===== src/rtl/muldiv_unit_if.sv =====
// ---------------------------------------------------------------------------
// muldiv_unit_if -- request/result bundle for the multiply/divide unit.
//
//   start     request pulse, sampled only while the unit is idle
//   op        00 MULT, 01 MULTU, 10 DIV, 11 DIVU
//   op1/op2   multiplicand/dividend and multiplier/divisor
//   write_hi  direct load of hi from wdata (MTHI)
//   write_lo  direct load of lo from wdata (MTLO)
//   wdata     data for write_hi/write_lo
//   hi/lo     architectural HI/LO registers
//   busy      high whenever an operation is in flight
//   done      one-cycle pulse when hi/lo take a new result
//
// master: the requester (pipeline or testbench); slave: the unit.
// ---------------------------------------------------------------------------
interface muldiv_unit_if #(
    parameter int WIDTH = 32
);
    logic             start;
    logic [1:0]       op;
    logic [WIDTH-1:0] op1;
    logic [WIDTH-1:0] op2;
    logic             write_hi;
    logic             write_lo;
    logic [WIDTH-1:0] wdata;
    logic [WIDTH-1:0] hi;
    logic [WIDTH-1:0] lo;
    logic             busy;
    logic             done;

    modport master (
        output start, op, op1, op2, write_hi, write_lo, wdata,
        input  hi, lo, busy, done
    );

    modport slave (
        input  start, op, op1, op2, write_hi, write_lo, wdata,
        output hi, lo, busy, done
    );
endinterface


===== src/rtl/muldiv_unit.sv =====
// ---------------------------------------------------------------------------
// muldiv_unit -- iterative MIPS-style multiply/divide unit with HI/LO.
//
// Ports:
//   clk    single clock, rising edge
//   rst_n  asynchronous active-low reset
//   bus    muldiv_unit_if.slave (start/op/op1/op2/write_hi/write_lo/wdata in,
//          hi/lo/busy/done out)
//
// One operation takes WIDTH+2 edges: capture (IDLE), WIDTH iterations (RUN),
// and a result write (FINISH). Signed operations run on magnitudes and fix
// the signs when the result is written.
// ---------------------------------------------------------------------------
module muldiv_unit #(
    parameter int WIDTH = 32
) (
    input logic          clk,
    input logic          rst_n,
    muldiv_unit_if.slave bus
);
    localparam int            CW   = $clog2(WIDTH) + 1;
    localparam logic [CW-1:0] LAST = CW'(WIDTH - 1);

    typedef enum logic [1:0] {IDLE, RUN, FINISH} state_t;

    state_t           state, state_nxt;
    logic [CW-1:0]    cnt;
    // arg: multiplicand (multiply) or divisor (divide) magnitude.
    // {acc, q}: product accumulator / remainder:quotient shift pair.
    logic [WIDTH-1:0] arg, acc, q;
    logic             is_div, neg_q, neg_r, div_zero;
    logic [WIDTH-1:0] hi_r, lo_r;
    logic             done_r;

    logic             accept, write_ok;
    logic             is_signed, sign1, sign2;
    logic [WIDTH-1:0] mag1, mag2;
    logic [WIDTH:0]   mul_sum, div_shift;
    logic [WIDTH-1:0] div_diff;
    logic             div_ge;
    logic [WIDTH-1:0] acc_nxt, q_nxt;
    logic [2*WIDTH-1:0] prod_fix;
    logic [WIDTH-1:0] quo_fix, rem_fix;

    // ---------------- state register ----------------
    // NOTE: sequential state is always assigned with <= so every flop samples
    // the pre-edge values of the others.
    always_ff @(posedge clk or negedge rst_n) begin
        if (!rst_n) state <= IDLE;
        else        state <= state_nxt;
    end

    // ---------------- next-state logic ----------------
    // NOTE: the default assignment first keeps this block free of latches.
    always_comb begin
        state_nxt = state;
        case (state)
            IDLE:    if (bus.start)    state_nxt = RUN;
            RUN:     if (cnt == LAST)  state_nxt = FINISH;
            FINISH:                    state_nxt = IDLE;
            default:                   state_nxt = IDLE;
        endcase
    end

    // ---------------- output / control decode ----------------
    always_comb begin
        bus.busy = (state != IDLE);
        accept   = (state == IDLE) && bus.start;
        // start wins over a register write in the same idle cycle.
        write_ok = (state == IDLE) && !bus.start;
    end

    // ---------------- operand capture ----------------
    always_comb begin
        is_signed = ~bus.op[0];
        sign1     = is_signed & bus.op1[WIDTH-1];
        sign2     = is_signed & bus.op2[WIDTH-1];
        mag1      = sign1 ? -bus.op1 : bus.op1;
        mag2      = sign2 ? -bus.op2 : bus.op2;
    end

    // ---------------- one iteration ----------------
    always_comb begin
        // Shift-add: add the multiplicand when the multiplier LSB is set,
        // then shift the whole {carry, acc, q} right by one.
        mul_sum   = {1'b0, acc} + (q[0] ? {1'b0, arg} : '0);
        // Restoring divide: shift the next dividend bit into the remainder
        // and subtract the divisor if it fits.
        div_shift = {acc, q[WIDTH-1]};
        div_ge    = (div_shift >= {1'b0, arg});
        // When div_ge holds the true difference is below arg, so it fits.
        div_diff  = div_shift[WIDTH-1:0] - arg;
        if (is_div) begin
            acc_nxt = div_ge ? div_diff : div_shift[WIDTH-1:0];
            q_nxt   = {q[WIDTH-2:0], div_ge};
        end else begin
            acc_nxt = mul_sum[WIDTH:1];
            q_nxt   = {mul_sum[0], q[WIDTH-1:1]};
        end
    end

    // ---------------- result sign fix-up ----------------
    always_comb begin
        prod_fix = neg_q ? -{acc, q} : {acc, q};
        // A zero divisor leaves the dividend magnitude in acc, so the usual
        // remainder sign fix already reproduces op1; only lo is forced.
        quo_fix  = div_zero ? '1 : (neg_q ? -q : q);
        rem_fix  = neg_r ? -acc : acc;
    end

    // ---------------- datapath and HI/LO ----------------
    // NOTE: every datapath flop is reset with the control so an aborted
    // operation leaves nothing behind.
    always_ff @(posedge clk or negedge rst_n) begin
        if (!rst_n) begin
            cnt      <= '0;
            arg      <= '0;
            acc      <= '0;
            q        <= '0;
            is_div   <= 1'b0;
            neg_q    <= 1'b0;
            neg_r    <= 1'b0;
            div_zero <= 1'b0;
            hi_r     <= '0;
            lo_r     <= '0;
            done_r   <= 1'b0;
        end else begin
            done_r <= 1'b0;
            case (state)
                IDLE: begin
                    if (accept) begin
                        cnt      <= '0;
                        is_div   <= bus.op[1];
                        arg      <= bus.op[1] ? mag2 : mag1;
                        q        <= bus.op[1] ? mag1 : mag2;
                        acc      <= '0;
                        neg_q    <= sign1 ^ sign2;
                        neg_r    <= sign1;
                        div_zero <= (bus.op2 == '0);
                    end
                    if (write_ok && bus.write_hi) hi_r <= bus.wdata;
                    if (write_ok && bus.write_lo) lo_r <= bus.wdata;
                end
                RUN: begin
                    acc <= acc_nxt;
                    q   <= q_nxt;
                    cnt <= cnt + 1'b1;
                end
                FINISH: begin
                    done_r <= 1'b1;
                    if (is_div) begin
                        hi_r <= rem_fix;
                        lo_r <= quo_fix;
                    end else begin
                        hi_r <= prod_fix[2*WIDTH-1:WIDTH];
                        lo_r <= prod_fix[WIDTH-1:0];
                    end
                end
                default: ;
            endcase
        end
    end

    assign bus.hi   = hi_r;
    assign bus.lo   = lo_r;
    assign bus.done = done_r;
endmodule


===== src/flat_wrapper.sv =====
// flat-port wrapper written by rule: the top's interface ports become plain ports
module muldiv_unit_flat 
#(
    parameter int WIDTH = 32
)
  (clk, rst_n, bus_start, bus_op, bus_op1, bus_op2, bus_write_hi, bus_write_lo, bus_wdata, bus_hi, bus_lo, bus_busy, bus_done);
  muldiv_unit_if #(.WIDTH(WIDTH)) bus_i ();
  input logic clk;
  input logic rst_n;
  input wire logic [$bits(bus_i.start)-1:0] bus_start;
  input wire logic [$bits(bus_i.op)-1:0] bus_op;
  input wire logic [$bits(bus_i.op1)-1:0] bus_op1;
  input wire logic [$bits(bus_i.op2)-1:0] bus_op2;
  input wire logic [$bits(bus_i.write_hi)-1:0] bus_write_hi;
  input wire logic [$bits(bus_i.write_lo)-1:0] bus_write_lo;
  input wire logic [$bits(bus_i.wdata)-1:0] bus_wdata;
  output wire logic [$bits(bus_i.hi)-1:0] bus_hi;
  output wire logic [$bits(bus_i.lo)-1:0] bus_lo;
  output wire logic [$bits(bus_i.busy)-1:0] bus_busy;
  output wire logic [$bits(bus_i.done)-1:0] bus_done;
  assign bus_i.start = bus_start;
  assign bus_i.op = bus_op;
  assign bus_i.op1 = bus_op1;
  assign bus_i.op2 = bus_op2;
  assign bus_i.write_hi = bus_write_hi;
  assign bus_i.write_lo = bus_write_lo;
  assign bus_i.wdata = bus_wdata;
  assign bus_hi = bus_i.hi;
  assign bus_lo = bus_i.lo;
  assign bus_busy = bus_i.busy;
  assign bus_done = bus_i.done;
  muldiv_unit #(.WIDTH(WIDTH)) u_core (.clk(clk), .rst_n(rst_n), .bus(bus_i));
endmodule

===== config.mk =====
export PLATFORM = sky130hd
export DESIGN_NAME = muldiv_unit_flat
export DESIGN_NICKNAME = d
export VERILOG_FILES = /design/src/rtl/muldiv_unit_if.sv /design/src/rtl/muldiv_unit.sv /design/src/flat_wrapper.sv
export SDC_FILE = /design/constraint.sdc
export NUM_CORES = 1
export LEC_CHECK = 0
export BUFFER_PORTS_ARGS = -buffer_cell sky130_fd_sc_hd__buf_2
export CAP_MARGIN = 20
export CORE_MARGIN = 5
export CORE_UTILIZATION = 40
export CTS_CLUSTER_DIAMETER = 30
export DETAILED_ROUTE_END_ITERATION = 8
export PLACE_DENSITY_LB_ADDON = 0.15
export REMOVE_ABC_BUFFERS = 1
export SETUP_SLACK_MARGIN = 0.05
export SYNTH_ARGS = -nofsm -noshare
export SYNTH_HDL_FRONTEND = slang
export SYNTH_SLANG_ARGS = --single-unit

===== constraint.sdc =====
create_clock -name clk -period 3.31 [get_ports clk]
set_input_delay 0.331 -clock clk [delete_from_list [all_inputs] [get_ports clk]]
set_output_delay 0.331 -clock clk [all_outputs]
set_load 0.05 [all_outputs]

==> impl_metrics.env, run 1 <==
export IMPL_synthArstFlopShare_pct=100
export IMPL_clockPowerShare_pct=10.3
export IMPL_dpl_worst_slack_ns=-0.254
export IMPL_synthMuxAreaShare_pct=6.54
export IMPL_clockBufferDepth=2
export IMPL_cts_sinks=173
export IMPL_cp_required_ns=3.64
export IMPL_fin_crit_sh_pct=102
export IMPL_drt_iter0_markers=1277
export IMPL_cts_root_buffer="clkbuf_16"
export IMPL_arrival_ns=3.71
export IMPL_fin_nets=2331
export IMPL_finalClockSkew_ns=0.0109
export IMPL_ys_seq_area_share_pct=29.4
export IMPL_drc=0
export IMPL_wire_per_inst_um=21.8
export IMPL_fin_crit_ns=3.38
export IMPL_synth_xor_area_share_pct=10.1
export IMPL_num_vias=15500
export IMPL_synth_area_per_cell_um2=7.99
export IMPL_final_area_um2=19100
export IMPL_clk_latency_ns=0.46
export IMPL_synth_compound_area_share_pct=25.4
export IMPL_rows=70
export IMPL_hp_class="input pin to flip-flop"
export IMPL_r2r_slack_ns=-0.07
export IMPL_hold_viol_final=0
export IMPL_final_setup_viol_count=22
export IMPL_pwr_share_seq_pct=18.5
export IMPL_synth_edf_count=0
export IMPL_grt_pass1_vias=15100
export IMPL_cts_tree="done"
export IMPL_cpMostUsedCell="or4_4"
export IMPL_path_max_fanout=7
export IMPL_max_cap_violations=0
export IMPL_totalWireLength_um=57500
export IMPL_portBuffers=168
export IMPL_relSlewSlack_pct=20.9
export IMPL_initial_core_util_pct=40.4
export IMPL_final_max_slew_viol_count=0
export IMPL_synthToLayoutAreaGrowth_pct=29.8
export IMPL_tightestPinTransition_ns=1.18
export IMPL_grt_max_degree=71
export IMPL_dieArea_um2=40700
export IMPL_power_density_nw_per_um2=1020
export IMPL_postLayoutCoreUtil_pct=52.4
export IMPL_p_comb_share_pct=71.2
export IMPL_crit_buf_inv=1
export IMPL_h_tree_depth=4
export IMPL_p_sw_share_pct=47.4
export IMPL_end_kind="flip-flop"
export IMPL_path_class="flip-flop to flip-flop"
export IMPL_switching_power_w=0.00925
export IMPL_gp_congestion=0.944
export IMPL_synth_fa_ha_area_share_pct=6.14
export IMPL_placed_area_um2=17300
export IMPL_viasPerCell=5.86
export IMPL_violations="setup timing"
export IMPL_synth_seq_cells=173
export IMPL_die_w_um=202
export IMPL_first_pass_iters=5
export IMPL_ir_drop_v=0.000508
export IMPL_dp_hpwl_um=43300
export IMPL_numCtsBuffers=17
export IMPL_internal_power_w=0.0103
export IMPL_syn_area_um2=14700
export IMPL_fmax_ghz=0.296
export IMPL_grt_use_total_pct=27.1
export IMPL_cp_slowest_stage_delay_ns=0.58
export IMPL_whs_ns=0.178
export IMPL_path_cells="or4_4, or4_4, or4_4, or4_4, buf_4, nand2_8, a31oi_1, xor2_1, nand2_1, o21ai_0"
export IMPL_cpMaxStageDelayCell="or4_4"
export IMPL_postRouteAntennaNets=0
export IMPL_fin_ws_ns=-0.0678
export IMPL_yosys_warnings=0
export IMPL_antenna_found_initial=3
export IMPL_num_io_pins=169
export IMPL_ys_flop_type="dfrtp_1"
export IMPL_grt_ovfl_total=0
export IMPL_grt_setup_unrepaired="yes"
export IMPL_synth_simple_area_share_pct=17.9
export IMPL_grt_pass1_wl_um=86900
export IMPL_leakagePower_nw=8.23
export IMPL_drive_gt1_share_pct=26.3
export IMPL_synth_cell_types=68
export IMPL_start_kind="flip-flop"
export IMPL_clkTransAtPathRegs_ns=0.08
export IMPL_critical_path_top_delay_family="simple AND/OR/NAND/NOR gates"
export IMPL_fp_dieH_um=202
export IMPL_core_area_um2=36400
export IMPL_synth_top_family_by_area="compound AO/OA/AOI/OAI gates"
export IMPL_status="complete, but fails checks"
export IMPL_syn_instance_count=1842
==> cells in the mapped netlist (8+ instances only) <==
library cell | n | share of area (%)
nand2_1 | 198 | 5.1
o21ai_0 | 191 | 6.5
dfrtp_1 | 173 | 29
a21oi_1 | 154 | 5.2
nor2_1 | 148 | 3.8
xnor2_1 | 107 | 6.4
mux2i_1 | 95 | 6.5
clkbuf_1 | 89 | 2.3
ha_1 | 69 | 5.9
xor2_1 | 62 | 3.7
inv_1 | 59 | 1.5
a211oi_1 | 43 | 2.2
o22ai_1 | 34 | 1.4
nor3_1 | 29 | 0.99
nand3_1 | 28 | 0.95
o31ai_1 | 25 | 1.3
nand2b_1 | 24 | 1.0
o211ai_1 | 24 | 1.2
nor4_1 | 23 | 0.98
o221ai_1 | 20 | 1.2
a21o_1 | 19 | 0.97
a22oi_1 | 19 | 0.97
nor2b_1 | 18 | 0.77
or3_1 | 15 | 0.64
a31oi_1 | 13 | 0.55
buf_1 | 13 | 0.33
nand4_1 | 10 | 0.43
o21a_1 | 10 | 0.51
o41ai_1 | 9 | 0.54
or4_1 | 9 | 0.46
nand3b_1 | 8 | 0.41
or2_2 | 8 | 0.34
==> power by group through the flow <==
stage | Combinational, W | Clock, W | Sequential (W)
3_3_place_gp | 0.0116 | 0 | 0.00358
2_1_floorplan | 0.00678 | 0 | 0.00421
5_1_grt | 0.0150 | 0.00211 | 0.00370
6_report | 0.0139 | 0.00201 | 0.00361
4_1_cts | 0.0125 | 0.00204 | 0.00357
3_5_place_dp | 0.0117 | 0 | 0.00360
==> per-layer routing <==
metal	wire length [um]	global-route usage [%]	share of wire [%]	up-vias
met5	0	0	0	-
met3	3680	4.93	6.4	92
li1	-	-	-	7326
met4	1950	9.64	3.4	0
met1	25100	36.2	44	7464
met2	26800	44.1	47	590
==> cell usage in the layout, fill, tap and decap left out, drive strengths merged, types with 11 or more instances in the layout <==
| cell type | n |
|---|---|
| a31oi | 13 |
| or4 | 14 |
| inv | 63 |
| mux2i | 95 |
| nor2 | 148 |
| nor4 | 24 |
| nand3 | 28 |
| o211ai | 24 |
| nand2 | 200 |
| nor2b | 18 |
| o21ai | 198 |
| o31ai | 25 |
| nand2b | 24 |
| a21oi | 154 |
| a211oi | 43 |
| clkbuf | 21 |
| o22ai | 34 |
| o221ai | 20 |
| nor3 | 30 |
| a21o | 19 |
| xnor2 | 107 |
| o41ai | 11 |
| or3 | 15 |
| dfrtp | 173 |
| ha | 69 |
| buf | 403 |
| a22oi | 19 |
| xor2 | 62 |
==> state kept, by name (all words and copies together) (netlist names), 2 cells and up <==
name / flops
u_core.bus.hi: 32
u_core.cnt: 6
u_core.state: 2
u_core.arg: 32
u_core.q: 32
u_core.acc: 32
u_core.bus.lo: 32
==> worst register-to-register path: stages (launching register included) <==
cell,delay (ns)
dfrtp_1,0.39
or4_4,0.55
or4_4,0.44
or4_4,0.49
or4_4,0.58
buf_4,0.21
nand2_8,0.11
a31oi_1,0.12
xor2_1,0.16
nand2_1,0.12
o21ai_0,0.09
==> area by class of cell <==
type                            instances  area (um2)
Multi-Input combinational cell       1500       10500
Fill cell                            3508       17300
Antenna cell                            3        7.51
Clock buffer                           19         433
Tap cell                              468         586
Sequential cell                       173        4330
Clock inverter                         12         114
Inverter                               59         224
Timing Repair Buffer                  406        2850
==> stage by stage <==
stage                     instances  setup TNS, ns  total power, W
after floorplan                1731        -221.05          0.0110
after global placement         2572          -2.57          0.0152
after detailed placement       2572          -4.66          0.0153
after CTS                      2618         -0.421          0.0181
after global routing           2640          -4.71          0.0208
final                          2640         -0.643          0.0195
==> cell families after synthesis <==
group,Yosys count
AND/OR/NAND/NOR,554
flip-flops,173
XOR/XNOR,169
buffers and inverters,170
AO/OA/AOI/OAI,609
adder cells (fa/ha/maj),71
multiplexers,96
==> final timing paths <==
path | from | endpoint | cells past startpoint
max | u_core.q[20] | u_core.bus.hi[25] | 10
min | bus_wdata[24] | u_core.bus.hi[24] | 3
max reg2reg | u_core.q[20] | u_core.bus.hi[25] | 10
min reg2reg | u_core.bus.lo[13] | u_core.bus.lo[13] | 2
max in group asynchronous | rst_n | u_core.bus.hi[2] | 3
min in group asynchronous | rst_n | u_core.acc[27] | 2
==> what timing repair did <==
item	CTS	global route
pin swaps	20	45
gates cloned	1	2
hold buffers	1	0
setup endpoints to repair	48	65
setup buffers	13	20
hold endpoints to repair	67	0
resized for setup	57	164
No activity file was read; power rests on OpenSTA's default activity.
==> run 2: changes to the inputs <==
Settings changed: CORE_MARGIN 5 to default, RECOVER_POWER from default to 25.
==> run 2 against run 1 <==
  * The flow finishes with violations (capacitance limit, slew limit, setup timing)
  * Sequential cell count did not move
  * Critical path depth did not move
  * Cell area fell by 1.3%
  * Critical path type unchanged
==> impl_metrics.env, run 2 (synthesis results as in run 1) <==
export IMPL_status="complete, but fails checks"
export IMPL_violations="capacitance limit, slew limit, setup timing"
export IMPL_clkTransAtPathRegs_ns=0.07
export IMPL_fp_dieH_um=194
export IMPL_final_area_um2=18800
export IMPL_worst_path_stages=10
export IMPL_grt_use_total_pct=29.0
export IMPL_grt_max_degree=98
export IMPL_cp_required_ns=3.67
export IMPL_cts_tree="done"
export IMPL_path_class="flip-flop to flip-flop"
export IMPL_clockPowerShare_pct=11.8
export IMPL_clk_latency_ns=0.46
export IMPL_crit_buf_inv=1
export IMPL_path_max_fanout=6
export IMPL_rr_startpoint="u_core.q[20]"
export IMPL_max_cap_violations=1
export IMPL_grt_ovfl_total=0
export IMPL_dpl_worst_slack_ns=-0.252
export IMPL_core_area_um2=35900
export IMPL_numCtsBuffers=17
export IMPL_die_w_um=194
export IMPL_fin_crit_sh_pct=102
export IMPL_start_kind="flip-flop"
export IMPL_fin_ws_ns=-0.0723
export IMPL_startpoint="u_core.q[20]"
export IMPL_end_kind="flip-flop"
export IMPL_postLayoutCoreUtil_pct=52.5
export IMPL_ir_drop_v=0.000479
export IMPL_num_vias=15600
export IMPL_switching_power_w=0.00898
export IMPL_cp_slowest_stage_delay_ns=0.57
export IMPL_num_io_pins=169
export IMPL_antenna_found_initial=3
export IMPL_endpoint="u_core.bus.hi[25]"
export IMPL_first_pass_iters=5
export IMPL_totalWireLength_um=55800
export IMPL_fin_setup_tns_ns=-0.340
export IMPL_relSlewSlack_pct=-82.5
export IMPL_initial_core_util_pct=41.0
export IMPL_finalClockSkew_ns=0.0195
export IMPL_final_common_cell="buf_4"
export IMPL_cts_sinks=173
export IMPL_drc=0
export IMPL_fin_nets=2318
export IMPL_hold_start="bus_op[0]"
export IMPL_grt_setup_unrepaired="yes"
export IMPL_r2r_cells=10
export IMPL_rr_endpoint="u_core.bus.hi[25]"
export IMPL_rows=69
export IMPL_placed_area_um2=17300
export IMPL_stdcell_count=2620
export IMPL_hp_class="input pin to flip-flop"
export IMPL_leakagePower_nw=8.21
export IMPL_tightestPinTransition_ns=2.74
export IMPL_portBuffers=168
export IMPL_pwr_share_seq_pct=18.9
export IMPL_wire_per_inst_um=21.3
export IMPL_dieArea_um2=37500
export IMPL_final_max_slew_viol_count=95
export IMPL_postRouteAntennaNets=0
export IMPL_r2r_slack_ns=-0.07
export IMPL_fin_crit_ns=3.38
export IMPL_grt_pass1_vias=14900
export IMPL_cts_root_buffer="clkbuf_16"
export IMPL_cpMostUsedCell="or4_4"
export IMPL_drive_gt1_share_pct=25.3
export IMPL_critical_path_top_delay_family="simple AND/OR/NAND/NOR gates"
export IMPL_h_tree_depth=4
export IMPL_synthToLayoutAreaGrowth_pct=28.1
export IMPL_cpMaxStageDelayCell="or4_4"
export IMPL_drt_iter0_markers=1071
export IMPL_gp_congestion=0.976
export IMPL_internal_power_w=0.00997
export IMPL_p_sw_share_pct=47.4
export IMPL_viasPerCell=5.96
export IMPL_fmax_ghz=0.296
export IMPL_arrival_ns=3.75
export IMPL_p_comb_share_pct=69.4
export IMPL_grt_pass1_wl_um=84700
export IMPL_cts_hold_buf=0
export IMPL_path_cells="or4_4, or4_4, or4_4, or4_4, buf_8, nand2_8, a31oi_1, xor2_1, nand2_1, o21ai_0"
export IMPL_final_setup_viol_count=8
export IMPL_clockBufferDepth=2
export IMPL_power_density_nw_per_um2=1010
export IMPL_hold_viol_final=0
export IMPL_place_inst=2553
export IMPL_dp_hpwl_um=41900
export IMPL_mostFrequentLayoutCells="buf_4, nand2_1, dfrtp_1"
-- run 2: layer usage --
| layer | wire length, um | GRT usage, % |
|---|---|---|
| met1 | 24500 | 38.7 |
| met4 | 1850 | 11.5 |
| met3 | 3030 | 3.15 |
| met5 | 17 | 0 |
| met2 | 26500 | 47.8 |
-- run 2: final cells by class --
type / instances / area (um2)
flip-flops and latches: 173 / 4330
diodes: 2 / 5.00
inverters: 59 / 229
well taps: 461 / 577
repair buffers: 393 / 2730
clock inverters: 12 / 160
fillers: 3477 / 17100
multi-input cells: 1500 / 10300
clock buffers: 20 / 467
-- run 2: power by group through the flow --
| stage | combinational [W] | sequential (W) | clock (W) |
|---|---|---|---|
| 6_report | 0.0131 | 0.00358 | 0.00223 |
| 5_1_grt | 0.0142 | 0.00366 | 0.00233 |
| 4_1_cts | 0.0123 | 0.00354 | 0.00227 |
| 3_5_place_dp | 0.0116 | 0.00357 | 0 |
| 3_3_place_gp | 0.0116 | 0.00356 | 0 |
| 2_1_floorplan | 0.00678 | 0.00421 | 0 |
-- run 2: worst reg2reg max path, delay by kind of cell (launching register included) --
family | cells | cell delay (ns)
compound gates | 2 | 0.20
xor+xnor | 1 | 0.29
buf+inv | 1 | 0.17
flops | 1 | 0.38
simple gates | 6 | 2.28
-- run 2: timing repair --
action                                  in CTS  in global routing
endpoints found under the setup margin      51                 55
buffers inserted                            11                 18
cloned                                       2                  2
gates resized for setup                     51                113
endpoints found under the hold margin        0                  0
pin swaps                                   16                 25
-- run 2: metrics by stage --
| step | hold slack [ns] | total power, W |
|---|---|---|
| after global routing | 0.189 | 0.0202 |
| after global placement | 0.457 | 0.0151 |
| after floorplan | 0.0354 | 0.0110 |
| final | 0.178 | 0.0189 |
| after CTS | 0.00370 | 0.0181 |
| after detailed placement | 0.465 | 0.0152 |
-- run 2: how the worst min path moves through the flow --
stage                     depth (start not counted)  slack (ns)                 to
final                                             2        0.18       u_core.neg_q
after global routing                              3        0.19  u_core.bus.hi[14]
after CTS                                         1       0.004     u_core.acc[27]
after detailed placement                          2        0.46  u_core.bus.lo[30]
after global placement                            2        0.46  u_core.bus.lo[31]
after floorplan                                   0        0.04      u_core.acc[0]
==> run 3: changes to the inputs <==
--- a/config.mk
+++ b/config.mk
@@ -9,2 +9,3 @@
 export CAP_MARGIN = 20
+export CORE_ASPECT_RATIO = 1.5
 export CORE_UTILIZATION = 40
--- a/constraint.sdc
+++ b/constraint.sdc
@@ -3,2 +3,2 @@
 set_output_delay 0.331 -clock clk [all_outputs]
-set_load 0.05 [all_outputs]
+set_load 0.01 [all_outputs]
==> run 3 against run 2 <==
  * Clock skew rose by 0.0022 ns
  * Critical path depth did not move
  * Count of clock-buffer cells in the layout shrank 3
  * Worst setup slack gained 0.051 ns
  * Die area is essentially flat
  * Non-clock buffer count shrank 38
  * Sequential share of layout area rose by 0.78 points
  * Cell count is 0.88% lower
  * Sequential power up 3%
  * First-iteration DRC count grew 0.84%
  * Power fell by 5.4%
  * The flow still finishes with violations (capacitance limit, slew limit, setup timing)
  * Via count fell by 2.7%
  * Critical path type unchanged
==> impl_metrics.env, run 3 (synthesis results as in run 1) <==
export IMPL_fin_crit_ns=3.33
export IMPL_synthToLayoutAreaGrowth_pct=23.9
export IMPL_grt_pass1_vias=15100
export IMPL_num_io_pins=169
export IMPL_drc=0
export IMPL_final_common_cell="nand2_1"
export IMPL_violations="capacitance limit, slew limit, setup timing"
export IMPL_final_area_um2=18200
export IMPL_end_kind="flip-flop"
export IMPL_switching_power_w=0.00860
export IMPL_placed_area_um2=17100
export IMPL_leakagePower_nw=7.86
export IMPL_cts_root_buffer="clkbuf_16"
export IMPL_dieArea_um2=37600
export IMPL_path_max_fanout=3
export IMPL_h_tree_depth=4
export IMPL_cp_required_ns=3.65
export IMPL_max_cap_violations=1
export IMPL_initial_core_util_pct=40.8
export IMPL_grt_setup_unrepaired="yes"
export IMPL_cts_tree="done"
export IMPL_gr_usage_met3_pct=3.81
export IMPL_first_pass_iters=5
export IMPL_met1_usage_pct=34.7
export IMPL_clockBufferDepth=2
export IMPL_clockPowerShare_pct=11.4
export IMPL_rows=85
export IMPL_dpl_worst_slack_ns=-0.179
export IMPL_mostFrequentLayoutCells="nand2_1, buf_4, o21ai_0"
export IMPL_use_met2_pct=51.2
export IMPL_core_area_um2=36100
export IMPL_pwr_share_seq_pct=20.5
export IMPL_clkTransAtPathRegs_ns=0.07
export IMPL_fmax_ghz=0.300
export IMPL_num_vias=15200
export IMPL_ir_drop_v=0.000404
export IMPL_fin_setup_tns_ns=-0.0217
export IMPL_drive_gt1_share_pct=21.5
export IMPL_grt_max_degree=84
export IMPL_grt_use_total_pct=30.5
export IMPL_p_comb_share_pct=68.1
export IMPL_path_class="flip-flop to flip-flop"
export IMPL_die_w_um=159
export IMPL_final_max_slew_viol_count=83
export IMPL_portBuffers=168
export IMPL_gp_congestion=0.990
export IMPL_hp_class="input pin to flip-flop"
export IMPL_grt_pass1_wl_um=85800
export IMPL_dp_hpwl_um=43900
export IMPL_fin_nets=2279
export IMPL_fp_dieH_um=237
export IMPL_final_setup_viol_count=1
export IMPL_relSlewSlack_pct=-65.5
export IMPL_internal_power_w=0.00933
export IMPL_numCtsBuffers=17
export IMPL_fin_crit_sh_pct=101
export IMPL_postRouteAntennaNets=0
export IMPL_totalWireLength_um=56800
export IMPL_clk_latency_ns=0.48
export IMPL_finalClockSkew_ns=0.0217
export IMPL_postLayoutCoreUtil_pct=50.6
export IMPL_hold_viol_final=0
export IMPL_top_usage_layer="met2"
export IMPL_start_kind="flip-flop"
export IMPL_fin_ws_ns=-0.0217
export IMPL_antenna_found_initial=2
export IMPL_wire_per_inst_um=21.9
export IMPL_drt_iter0_markers=1080
export IMPL_status="complete, but fails checks"
export IMPL_power_density_nw_per_um2=983
export IMPL_arrival_ns=3.67
export IMPL_tightestPinTransition_ns=2.48
export IMPL_cts_sinks=173
export IMPL_grt_ovfl_total=0
export IMPL_viasPerCell=5.85
export IMPL_p_sw_share_pct=48.0
run 3: cell types whose count changed in the layout (fill, tap and decap cells not counted), moves of 4 or more:
cell,delta
buf_4,-30
buf_2,-21
clkbuf_1,+21
a21oi_1,+9
a21oi_2,-6
ha_1,+6
buf_6,-5
ha_4,-5
inv_1,+5
inv_8,+4
xnor2_1,+4
xnor2_2,-4
run 3: routing by layer:
| layer | up-vias | routed length, um |
|---|---|---|
| li1 | 7220 | - |
| met1 | 7283 | 22000 |
| met2 | 520 | 27900 |
| met3 | 166 | 2610 |
| met4 | 0 | 4380 |
| met5 | - | 0 |
run 3: what timing repair did:
action | in CTS | in global routing
setup buffers | 8 | 7
gates resized for setup | 31 | 75
hold buffers | 1 | 0
hold endpoints to repair | 65 | 0
gates cloned | 0 | 1
pin swaps | 12 | 21
setup endpoints to repair | 42 | 55
run 3: worst max-delay path, stage by stage, from the launching register on:
cell and delay, ns:
dfrtp_1 0.39, or4_4 0.55, or4_4 0.44, or4_4 0.46, or4_4 0.46, nor2_1 0.12, a21oi_1 0.06, nor3_2 0.28
a21oi_1 0.14, xnor2_1 0.22, a21oi_1 0.09
run 3: path summary, 6_finish.rpt:
check	startpoint	endpoint	slack [ns]	cells after the start
worst max-delay path	u_core.q[20]	u_core.bus.hi[27]	-0.02	10
worst min-delay path	bus_wdata[22]	u_core.bus.hi[22]	0.16	3
worst max register to register	u_core.q[20]	u_core.bus.hi[27]	-0.02	10
worst min register to register	u_core.bus.lo[29]	u_core.bus.lo[29]	0.48	2
max in group asynchronous	rst_n	u_core.acc[1]	0.54	2
min in group asynchronous	rst_n	u_core.acc[7]	1.14	2
run 3: through the flow:
stage | instances | hold WS [ns] | total power [W]
2_1_floorplan | 1731 | 0.0354 | 0.0105
3_5_place_dp | 2548 | 0.449 | 0.0149
6_report | 2597 | 0.163 | 0.0179
5_1_grt | 2597 | 0.189 | 0.0191
3_3_place_gp | 2548 | 0.443 | 0.0147
4_1_cts | 2588 | 0.153 | 0.0173
run 3: layout make-up:
type / count / area [um2]
flip-flops and latches: 173 / 4330
clock buffers: 17 / 425
diodes: 2 / 5.00
repair buffers: 355 / 2350
inverters: 59 / 221
multi-input cells: 1499 / 10100
well taps: 478 / 598
fillers: 3521 / 17800
clock inverters: 14 / 154
run 3: power by group through the flow:
stage / Sequential, W / Combinational, W / Clock, W
2_1_floorplan: 0.00371 / 0.00677 / 0
3_3_place_gp: 0.00367 / 0.0111 / 0
3_5_place_dp: 0.00368 / 0.0112 / 0
4_1_cts: 0.00365 / 0.0115 / 0.00208
5_1_grt: 0.00377 / 0.0132 / 0.00215
6_report: 0.00368 / 0.0122 / 0.00204
